File: config.mk
export PLATFORM = sky130hd
export DESIGN_NAME = uart_alu_ctrl
export DESIGN_NICKNAME = d
export VERILOG_FILES = /design/src/rtl/uart_alu_ctrl.sv
export SDC_FILE = /design/constraint.sdc
export NUM_CORES = 1
export LEC_CHECK = 0
export ABC_AREA = 1
export BUFFER_PORTS_ARGS = -buffer_cell sky130_fd_sc_hd__buf_2
export CORE_MARGIN = 1
export CORE_UTILIZATION = 42
export DETAILED_ROUTE_END_ITERATION = 7
export PLACE_DENSITY = 0.64
export SYNTH_ARGS = -nofsm -noshare
export SYNTH_HDL_FRONTEND = slang
export SYNTH_SLANG_ARGS = --single-unit
File: constraint.sdc
create_clock -name CLK -period 1.8 [get_ports CLK]
set_clock_uncertainty 0.2 [all_clocks]
set_input_delay 0.09 -clock CLK [delete_from_list [all_inputs] [get_ports CLK]]
set_output_delay 0.09 -clock CLK [all_outputs]
set_load 0.02 [all_outputs]
File: src/rtl/uart_alu_ctrl.sv
// uart_alu_ctrl: frames three received bytes (A, B, opcode) onto the ALU,
// then returns the ALU result through the UART transmitter. It also detects
// an inter-byte timeout and a receive overrun.
module uart_alu_ctrl #(
    parameter int DBIT          = 8,
    parameter int OP_W          = 6,
    parameter int TIMEOUT_TICKS = 4096,
    parameter int TO_W          = 12
) (
    input  logic            CLK,
    input  logic            RESET,
    input  logic            TICK,
    input  logic            RX_DONE,
    input  logic [DBIT-1:0] RX_DATA,
    input  logic            TX_DONE,
    input  logic [DBIT-1:0] ALU_RESULT,
    output logic [DBIT-1:0] ALU_A,
    output logic [DBIT-1:0] ALU_B,
    output logic [OP_W-1:0] ALU_OP,
    output logic            TX_START,
    output logic [DBIT-1:0] TX_DATA,
    output logic            BUSY,
    output logic            ERR_VALID,
    output logic [1:0]      ERR_CODE,
    output logic [2:0]      STATE
);

    typedef enum logic [2:0] {
        WAIT_A  = 3'd0,
        WAIT_B  = 3'd1,
        WAIT_OP = 3'd2,
        EXEC    = 3'd3,
        SEND    = 3'd4,
        WAIT_TX = 3'd5
    } state_t;

    localparam logic [TO_W-1:0] TO_LAST = TO_W'(TIMEOUT_TICKS - 1);
    localparam logic [1:0]      ERR_TIMEOUT = 2'b01;
    localparam logic [1:0]      ERR_OVERRUN = 2'b10;

    state_t          state_reg;
    logic [TO_W-1:0] to_cnt_reg;

    assign STATE = state_reg;

    // Frame sequencer. Every output is registered here, so none of them has a combinational path from the inputs.
    always_ff @(posedge CLK) begin
        if (!RESET) begin
            state_reg  <= WAIT_A;
            to_cnt_reg <= '0;
            ALU_A      <= '0;
            ALU_B      <= '0;
            ALU_OP     <= '0;
            TX_START   <= 1'b0;
            TX_DATA    <= '0;
            BUSY       <= 1'b0;
            ERR_VALID  <= 1'b0;
            ERR_CODE   <= 2'b00;
        end else begin
            TX_START  <= 1'b0;
            ERR_VALID <= 1'b0;
            case (state_reg)
                WAIT_A: begin
                    to_cnt_reg <= '0;
                    if (RX_DONE) begin
                        ALU_A     <= RX_DATA;
                        state_reg <= WAIT_B;
                    end
                end
                WAIT_B, WAIT_OP: begin
                    // A byte arriving together with the expiring tick is still accepted.
                    if (RX_DONE) begin
                        to_cnt_reg <= '0;
                        if (state_reg == WAIT_B) begin
                            ALU_B     <= RX_DATA;
                            state_reg <= WAIT_OP;
                        end else begin
                            ALU_OP    <= RX_DATA[OP_W-1:0];
                            BUSY      <= 1'b1;
                            state_reg <= EXEC;
                        end
                    end else if (TICK) begin
                        if (to_cnt_reg == TO_LAST) begin
                            to_cnt_reg <= '0;
                            ERR_VALID  <= 1'b1;
                            ERR_CODE   <= ERR_TIMEOUT;
                            state_reg  <= WAIT_A;
                        end else begin
                            to_cnt_reg <= to_cnt_reg + 1'b1;
                        end
                    end
                end
                EXEC: begin
                    TX_DATA   <= ALU_RESULT;
                    TX_START  <= 1'b1;
                    state_reg <= SEND;
                end
                SEND: begin
                    state_reg <= WAIT_TX;
                end
                WAIT_TX: begin
                    if (TX_DONE) begin
                        BUSY      <= 1'b0;
                        state_reg <= WAIT_A;
                    end
                end
                default: begin
                    BUSY      <= 1'b0;
                    state_reg <= WAIT_A;
                end
            endcase
            // While a result is being produced or sent, a received byte is dropped and flagged.
            if (RX_DONE && (state_reg == EXEC || state_reg == SEND || state_reg == WAIT_TX)) begin
                ERR_VALID <= 1'b1;
                ERR_CODE  <= ERR_OVERRUN;
            end
        end
    end

endmodule

==> results.cfg, run 1 <==
[critical_path]
timing.critical_path.cells = nor2_4 > nand2_2 > nand2_2 > nand3_2 > nor2_1 > nand3_1 > nand2_1 > nor2_1
critPathMaxStageDelay_ns = 0.38
worstSetupEndpointType = flop
timing.critical_path.max_delay_family = simple AND/OR/NAND/NOR gates
cp_data_required_time_ns = 1.80
arrival_ns = 1.62
crit_path_start_kind = flop
worst_path_cell_with_the_longest_stage_delay = sky130_fd_sc_hd__dfxtp_1
critical_path.max_fanout = 12
criticalPathCategory = reg2reg
path_buf_inv = 0

[final_layout]
largest_register_ffs = 12
drive_above_1_share_pct = 26.6
fin_nets = 379
layout_commonest_cell = sky130_fd_sc_hd__buf_2
antenna_cells_inserted = 0
layout.cells.most_common_list = 58 x sky130_fd_sc_hd__buf_2, 52 x sky130_fd_sc_hd__nor2_1, 49 x sky130_fd_sc_hd__dfxtp_1
post_route_standard_cell_area_excluding_fillers_um2 = 2690
flow.area_growth_from_synthesis_pct = 32.0
number_of_inserted_filler_cells_in_the_final_layout = 404

[die]
core_area_um2 = 4500
placement_rows = 24
initial_utilization_pct = 45.3
i_o_pins = 59
dieWidth_um = 71.7
chipHeight_um = 71.7
design.die.area_um2 = 5140

[synthesis]
synth_cell_type_count = 26
top_cell_type_s_share_of_synthesized_area_pct = 49.1
synth_sequential_area_ratio_pct = 49.1
adder_and_majority_gate_portion_of_the_synthesized_area_pct = 0.614
synth_simple_gate_area_share_pct = 30.1
synth.net_count = 294
post_synth_mux_area_share_pct = 0
synth_top_family_by_area = simple AND/OR/NAND/NOR gates
syn-instance-count = 272
syn_avg_cell_area_um2 = 7.49
mappedNetlistArea_um2 = 2040
post_synth_main_area_contributors = sky130_fd_sc_hd__dfxtp_1 49%, sky130_fd_sc_hd__nor2_1 9.8%, sky130_fd_sc_hd__nand2_1 8.8%
synth_xor_xnor_area_share_pct = 0.430
synth_seq_cells = 50
synth-compound-area-share_pct = 13.9
yosys_warnings = 0
synth_largest_area_cell = sky130_fd_sc_hd__dfxtp_1

[timing]
final.min_clock_period_ns = 1.63
unrepaired_setup_endpoints_after_global_routing = no
timing_worst_slew_pin_value_ns = 0.383
fmax_ghz = 0.615
worst_slew_margin_rel_pct = 74.4
fin_hold_ws_ns = 0.0190
setup_viol = 0
totalNegativeSetupSlack_ns = 0
setup_slack_ns = 0.173
timing_max_transition_violations_final = 0
finalCritPeriodShare_pct = 90.4
finalHoldViolCount = 0

[route]
detail-route-antenna-nets = 0
finalWirelength_um = 5040
wire_per_inst_um = 12.3
num_vias = 1996
dr.pass1.iters = 5
drc_errors = 0
first_iter_violations = 73
avgViaCountPerCell = 4.88

[global_routing]
grt_pass1_wl_um = 8210
grt_util_overall_pct = 20.4
antenna_found_initial = 0
grt_max_degree = 19
overflow = 0
first_global_vias = 1795

[clock_network]
cts_buf_count = 5
clkSlewWorstSetupHoldPaths_ns = 0.09
numClockSinks = 50
clk_latency_ns = 0.30
cts_tree = built
clock_root_buffer = sky130_fd_sc_hd__clkbuf_8
cts_buffer_depth = 2
post-cts-setup-buffers = 0
htreeDepth = 2

[place]
post_dp_area_um2 = 2430
buffer_ports.inserted = 58
dp_worst_setup_slack_ns = 0.144
place.detailed.hpwl_um = 3430
gpl.final_weighted_congestion = 0.844

[pwr]
vdd.ir_drop.worst_uv = 499
p_total_uw = 3120
power_leakage_uw = 0.00128
p_per_area_nw_per_um2 = 1160

[job]
drv.max_cap_violation_count = 0

[outcome]
run_status = finished, final reports clean

[min_path]
holdCritPathClass = in2reg
-- synth_stat cells --
cell	n
sky130_fd_sc_hd__a21o_1	1
sky130_fd_sc_hd__a21oi_1	28
sky130_fd_sc_hd__buf_6	1
sky130_fd_sc_hd__clkbuf_1	5
sky130_fd_sc_hd__clkinv_1	1
sky130_fd_sc_hd__dfxtp_1	50
sky130_fd_sc_hd__ha_1	1
sky130_fd_sc_hd__inv_1	18
sky130_fd_sc_hd__inv_2	5
sky130_fd_sc_hd__nand2_1	48
sky130_fd_sc_hd__nand2_2	6
sky130_fd_sc_hd__nand2_4	1
sky130_fd_sc_hd__nand3_1	13
sky130_fd_sc_hd__nand3_2	4
sky130_fd_sc_hd__nand4_1	2
sky130_fd_sc_hd__nor2_1	53
sky130_fd_sc_hd__nor2_2	1
sky130_fd_sc_hd__nor2_4	2
sky130_fd_sc_hd__nor3_1	4
sky130_fd_sc_hd__nor3b_2	1
sky130_fd_sc_hd__o211a_1	1
sky130_fd_sc_hd__o211ai_1	1
sky130_fd_sc_hd__o21ai_0	22
sky130_fd_sc_hd__o21bai_1	1
sky130_fd_sc_hd__or2_0	1
sky130_fd_sc_hd__xor2_1	1
-- path summary, 6_finish.rpt --
path,from,to,slack [ns],cells past startpoint
hold reg to reg,ERR_CODE[0],ERR_CODE[0],0.25,2
setup reg to reg,STATE[1],to_cnt_reg[11],0.17,8
hold / removal,RESET,TX_START,0.02,3
setup / recovery,STATE[1],to_cnt_reg[11],0.17,8
-- through the flow --
stage	util [%]	std cells
5_1_grt	59.7	409
6_report	59.7	409
3_3_place_gp	54.0	385
2_1_floorplan	-	272
3_5_place_dp	54.0	385
4_1_cts	59.5	409
-- metal layers --
layer	global-route usage, %	routed length, um	vias up
met5	0	0	-
met4	9.15	40	0
met3	5.34	302	4
met2	31.9	2360	58
met1	26.6	2330	889
li1	-	-	1045
-- worst min-delay path, cell delays in order --
cell and delay, ns:
sky130_fd_sc_hd__buf_2 0.09, sky130_fd_sc_hd__inv_1 0.17, sky130_fd_sc_hd__nor2_1 0.14
-- final cells by class --
| cell class | instances | area (um2) | share of cell area [%] |
|---|---|---|---|
| Clock buffer | 6 | 72.6 | 2.70 |
| Multi-Input combinational cell | 192 | 925 | 34.4 |
| Inverter | 24 | 90.1 | 3.35 |
| Tap cell | 52 | 65.1 | 2.42 |
| Timing Repair Buffer | 84 | 528 | 19.6 |
| Sequential cell | 50 | 1000 | 37.3 |
| Clock inverter | 1 | 7.51 | 0.279 |
-- cell families (layout without fill, tap and decap cells) --
kind of cell    after synthesis  after routing
compound gates               54             54
xor+xnor                      1              1
fa+ha+maj                     1              1
buf+inv                      30            115
flops                        50             50
simple gates                136            136
-- report_power, final --
part | total, uW | switching, uW | leakage, uW | internal, uW
Sequential | 1360 | 96.3 | 0.000406 | 1260
Combinational | 1130 | 752 | 0.000836 | 382
Clock | 626 | 358 | 0.0000373 | 267
-- repair_timing --
action | 4_1_cts | 5_1_grt
endpoints found under the setup margin | 0 | 4
hold buffers | 17 | 0
resized for setup | 0 | 3
endpoints found under the hold margin | 31 | 0
Power figures use the tool's default switching activity.
==> inputs of run 2 (changes only) <==
Settings changed: PLACE_DENSITY 0.64 to 0.66.
Clock period 1.8 ns to 1.4 ns, I/O delays scaled along.
==> results.cfg, run 2 (synthesis results as in run 1) <==
[final_layout]
post-route-util_pct = 72.1
drive_above_1_share_pct = 43.6
largest_register_ffs = 12
fin_nets = 411
flow.area_growth_from_synthesis_pct = 59.4
antenna_cells_inserted = 0
layout.cells.most_common_list = 58 x sky130_fd_sc_hd__buf_2, 44 x sky130_fd_sc_hd__nor2_1, 43 x sky130_fd_sc_hd__dfxtp_1
total_area_of_multi_input_combinational_cells_um2 = 1150
post_route_standard_cell_area_excluding_fillers_um2 = 3250
layout_commonest_cell = sky130_fd_sc_hd__buf_2
number_of_inserted_filler_cells_in_the_final_layout = 334
layout.area.seq_um2 = 1020

[job]
drv.max_cap_violation_count = 0

[clock_network]
htreeDepth = 2
numClockSinks = 50
clk_latency_ns = 0.32
cts_buffer_depth = 2
clkSlewWorstSetupHoldPaths_ns = 0.09
cts_buf_count = 5
cts_tree = built
clock_root_buffer = sky130_fd_sc_hd__clkbuf_8

[global_routing]
antenna_found_initial = 0
overflow = 0
grt_max_degree = 22
grt_util_overall_pct = 24.7
first_global_vias = 2131
grt_pass1_wl_um = 9720

[timing]
setup_viol = 40
worst_slew_margin_rel_pct = 81.2
finalCritPeriodShare_pct = 114
timing_worst_slew_pin_value_ns = 0.279
finalHoldViolCount = 0
setup_slack_ns = -0.196
totalNegativeSetupSlack_ns = -3.58
final.min_clock_period_ns = 1.60
fmax_ghz = 0.626
timing_max_transition_violations_final = 0
unrepaired_setup_endpoints_after_global_routing = yes

[die]
chipHeight_um = 71.7
placement_rows = 24
i_o_pins = 59
core_area_um2 = 4500
dieWidth_um = 71.7
initial_utilization_pct = 45.3
design.die.area_um2 = 5140

[outcome]
failing_checks = negative setup slack
run_status = finished, violations left

[critical_path]
arrival_ns = 1.61
criticalPathCategory = reg2reg
critical_path.max_fanout = 7
worstSetupEndpointType = flop
crit_path_start_kind = flop
cp_data_required_time_ns = 1.41

[pwr]
p_total_uw = 4890
power_leakage_uw = 0.00152
vdd.ir_drop.worst_uv = 932
p_per_area_nw_per_um2 = 1500

[route]
detail-route-antenna-nets = 0
wire_per_inst_um = 14.0
num_vias = 2222
dr.pass1.iters = 5
finalWirelength_um = 6190
drc_errors = 0
first_iter_violations = 120
avgViaCountPerCell = 5.03

[min_path]
holdCritPathClass = in2reg

[place]
dp_worst_setup_slack_ns = -0.166
gpl.final_weighted_congestion = 0.842
post_dp_area_um2 = 2650
buffer_ports.inserted = 58
place.detailed.hpwl_um = 3800
[run 2: routing by layer]
| metal | track usage (%) | vias up | wire length (um) |
|---|---|---|---|
| li1 | - | 1117 | - |
| met1 | 30.4 | 1017 | 2630 |
| met2 | 39.6 | 79 | 3010 |
| met3 | 8.02 | 9 | 422 |
| met4 | 10.9 | 0 | 117 |
| met5 | 0 | - | 0 |
[run 2: power breakdown]
group	total, uW	switching, uW	leakage [uW]	internal, uW
combinational	2200	1300	0.00106	908
sequential	1780	144	0.000410	1640
clock	901	503	0.0000488	399
[run 2: final cells by class]
type                       count  share of cell area, %
clock inverter                 2                  0.385
timing repair buffer         115                   25.3
sequential                    50                   31.3
clock buffer                   6                   2.54
multi-input combinational    193                   35.5
tap                           52                   2.00
inverter                      24                   3.00
[run 2: critical path, stage by stage (launching register included)]
cell,delay (ns)
sky130_fd_sc_hd__dfxtp_4,0.38
sky130_fd_sc_hd__nor2_4,0.19
sky130_fd_sc_hd__buf_12,0.13
sky130_fd_sc_hd__nor2_4,0.03
sky130_fd_sc_hd__nand2_2,0.07
sky130_fd_sc_hd__inv_2,0.05
sky130_fd_sc_hd__nand2_2,0.09
sky130_fd_sc_hd__nand2_2,0.07
sky130_fd_sc_hd__nand2_4,0.11
sky130_fd_sc_hd__buf_4,0.14
sky130_fd_sc_hd__nor3_2,0.03
[run 2: worst paths after layout]
path / startpoint / to / slack [ns] / cells past startpoint
hold / removal: RX_DONE / ALU_A[5] / 0.05 / 4
hold reg to reg: ERR_CODE[0] / ERR_CODE[0] / 0.25 / 2
setup / recovery: STATE[0] / to_cnt_reg[1] / -0.20 / 10
setup reg to reg: STATE[0] / to_cnt_reg[1] / -0.20 / 10
[run 2: what timing repair did]
item | 4_1_cts | 5_1_grt
cloned | 1 | 0
endpoints found under the hold margin | 33 | 0
buffers inserted | 2 | 4
gates resized for setup | 35 | 30
hold buffers | 19 | 0
pin swaps | 23 | 17
endpoints found under the setup margin | 44 | 49
[run 2: through the flow]
step,instances,hold slack [ns]
floorplan,272,0.00490
global placement,408,0.0927
detailed placement,408,0.0993
CTS,438,0.0311
global route,442,0.0416
finish,442,0.0453
==> inputs of run 3 (changes only) <==
Settings changed: CELL_PAD_IN_SITES_DETAIL_PLACEMENT set to 1, CELL_PAD_IN_SITES_GLOBAL_PLACEMENT set to 1, CORE_UTILIZATION 42 to 32, HOLD_SLACK_MARGIN set to 0.08, PLACE_DENSITY 0.66 to 0.71.
==> results.cfg, run 3 (synthesis results as in run 1) <==
[outcome]
run_status = finished, violations left
failing_checks = negative setup slack

[pwr]
power.switching_uw = 2040
power.share.switching_pct = 39.0
clockPowerShare_pct = 21.9
power_leakage_uw = 0.00159
p_seq_share_pct = 34.2
internal-power_uw = 3200
power.combinational.fraction_pct = 43.9
p_per_area_nw_per_um2 = 1520
p_total_uw = 5240
vdd.ir_drop.worst_uv = 666

[place]
gpl.final_weighted_congestion = 0.768
post_dp_area_um2 = 2720
place.detailed.hpwl_um = 4600
buffer_ports.inserted = 58

[critical_path]
cp_data_required_time_ns = 1.44
critical_path.max_fanout = 4
criticalPathCategory = reg2reg
arrival_ns = 1.61
timing.critical_path.mode_cell = sky130_fd_sc_hd__nand2_1
critPathMaxStageDelay_ns = 0.38
timing.critical_path.max_delay_family = simple AND/OR/NAND/NOR gates
crit_path_start_kind = flop
timing.critical_path.cells = nor2_4 > nand2_4 > buf_6 > o21ai_2 > nor2_2 > nand2_1 > nand2_1 > a21oi_2
path_buf_inv = 1
worstSetupEndpointType = flop
worst_path_cell_with_the_longest_stage_delay = sky130_fd_sc_hd__dfxtp_4

[final_layout]
layout.cells.most_common_list = 58 x sky130_fd_sc_hd__buf_2, 45 x sky130_fd_sc_hd__dfxtp_1, 44 x sky130_fd_sc_hd__buf_4
post-route-util_pct = 57.1
layout_commonest_cell = sky130_fd_sc_hd__buf_2
number_of_inserted_filler_cells_in_the_final_layout = 745
largest_register_ffs = 12
total_area_of_multi_input_combinational_cells_um2 = 1180
flow.area_growth_from_synthesis_pct = 68.9
post_route_standard_cell_area_excluding_fillers_um2 = 3440
fin_nets = 427
layout.area.seq_um2 = 1010
antenna_cells_inserted = 0
drive_above_1_share_pct = 47.0

[min_path]
holdCritPathClass = in2reg

[die]
i_o_pins = 59
core_area_um2 = 6030
placement_rows = 28
dieWidth_um = 81.8
initial_utilization_pct = 33.8
chipHeight_um = 81.8
design.die.area_um2 = 6690

[global_routing]
first_global_vias = 2512
grt_pass1_wl_um = 12000
overflow = 0
grt_util_overall_pct = 23.7
antenna_found_initial = 0
grt_max_degree = 22

[timing]
fmax_ghz = 0.637
final.min_clock_period_ns = 1.57
setup_slack_ns = -0.170
fin_hold_ws_ns = 0.141
setup_viol = 41
worst_slew_margin_rel_pct = 73.9
finalHoldViolCount = 0
timing_max_transition_violations_final = 0
unrepaired_setup_endpoints_after_global_routing = yes
timing_worst_slew_pin_value_ns = 0.391
finalCritPeriodShare_pct = 112

[clock_network]
cts_buf_count = 5
clkSlewWorstSetupHoldPaths_ns = 0.10
numClockSinks = 50
cts_tree = built
cts_buffer_depth = 2
clock_root_buffer = sky130_fd_sc_hd__clkbuf_8
clk_latency_ns = 0.31
htreeDepth = 2

[route]
drc_errors = 0
avgViaCountPerCell = 4.92
dr.pass1.iters = 4
first_iter_violations = 61
wire_per_inst_um = 16.0
finalWirelength_um = 7680
num_vias = 2365
detail-route-antenna-nets = 0

[job]
drv.max_cap_violation_count = 0
-- run 3: cell types whose count changed in the layout (fill, tap and decap cells not counted), sizes merged --
| cell | delta |
|---|---|
| clkinv | -1 |
| buf | +14 |
| clkbuf | +2 |
| dlygate4sd3 | +2 |
| inv | -1 |
-- run 3: metrics by stage --
step	worst slack [ns]	setup TNS [ns]	instances
finish	-0.170	-3.77	481
CTS	-0.124	-2.26	478
global placement	-0.116	-2.55	439
detailed placement	-0.185	-4.31	439
global route	-0.225	-6.39	481
floorplan	-0.0757	-0.317	272
-- run 3: worst paths after layout --
| check | from | to | slack, ns | cells past startpoint |
|---|---|---|---|---|
| setup / recovery | STATE[0] | STATE[1] | -0.17 | 8 |
| hold / removal | RX_DONE | ALU_A[4] | 0.14 | 5 |
| hold reg to reg | ERR_CODE[0] | ERR_CODE[0] | 0.27 | 2 |
| setup reg to reg | STATE[0] | STATE[1] | -0.17 | 8 |
-- run 3: routing by layer --
metal  wire length [um]  share of wire [%]  GRT usage (%)
met5                  0                  0              0
met4                106                1.4           5.96
met3                351                4.6           5.56
met2               4050                 53           43.7
met1               3170                 41           27.1
-- run 3: final cells by class --
type                       instances  share of cell area, %
multi-input combinational        193                   34.3
sequential                        50                   29.5
timing repair buffer             131                   26.8
clock buffer                       8                   3.85
inverter                          24                   2.91
tap                               75                   2.73
-- run 3: power groups by stage --
stage / logic, uW / registers, uW / clock network (uW)
2_1_floorplan: 721 / 2020 / 0
3_3_place_gp: 1640 / 1790 / 0
3_5_place_dp: 1690 / 1790 / 0
4_1_cts: 2080 / 1780 / 1160
5_1_grt: 2480 / 1810 / 1210
6_report: 2300 / 1790 / 1150
-- run 3: worst reg2reg max path: stages, from the launching register on --
cell and delay [ns]:
sky130_fd_sc_hd__dfxtp_4 0.38, sky130_fd_sc_hd__nor2_4 0.18, sky130_fd_sc_hd__nand2_4 0.09, sky130_fd_sc_hd__buf_6 0.13, sky130_fd_sc_hd__o21ai_2 0.14, sky130_fd_sc_hd__nor2_2 0.07
sky130_fd_sc_hd__nand2_1 0.11, sky130_fd_sc_hd__nand2_1 0.07, sky130_fd_sc_hd__a21oi_2 0.12
-- run 3: timing repair --
action                     in CTS  in global routing
resized for setup              47                 41
hold buffers                   21                  0
pin swaps                      25                 21
gates cloned                    0                  1
buffers inserted               10                  3
hold endpoints to repair       40                  0
setup endpoints to repair      49                 49
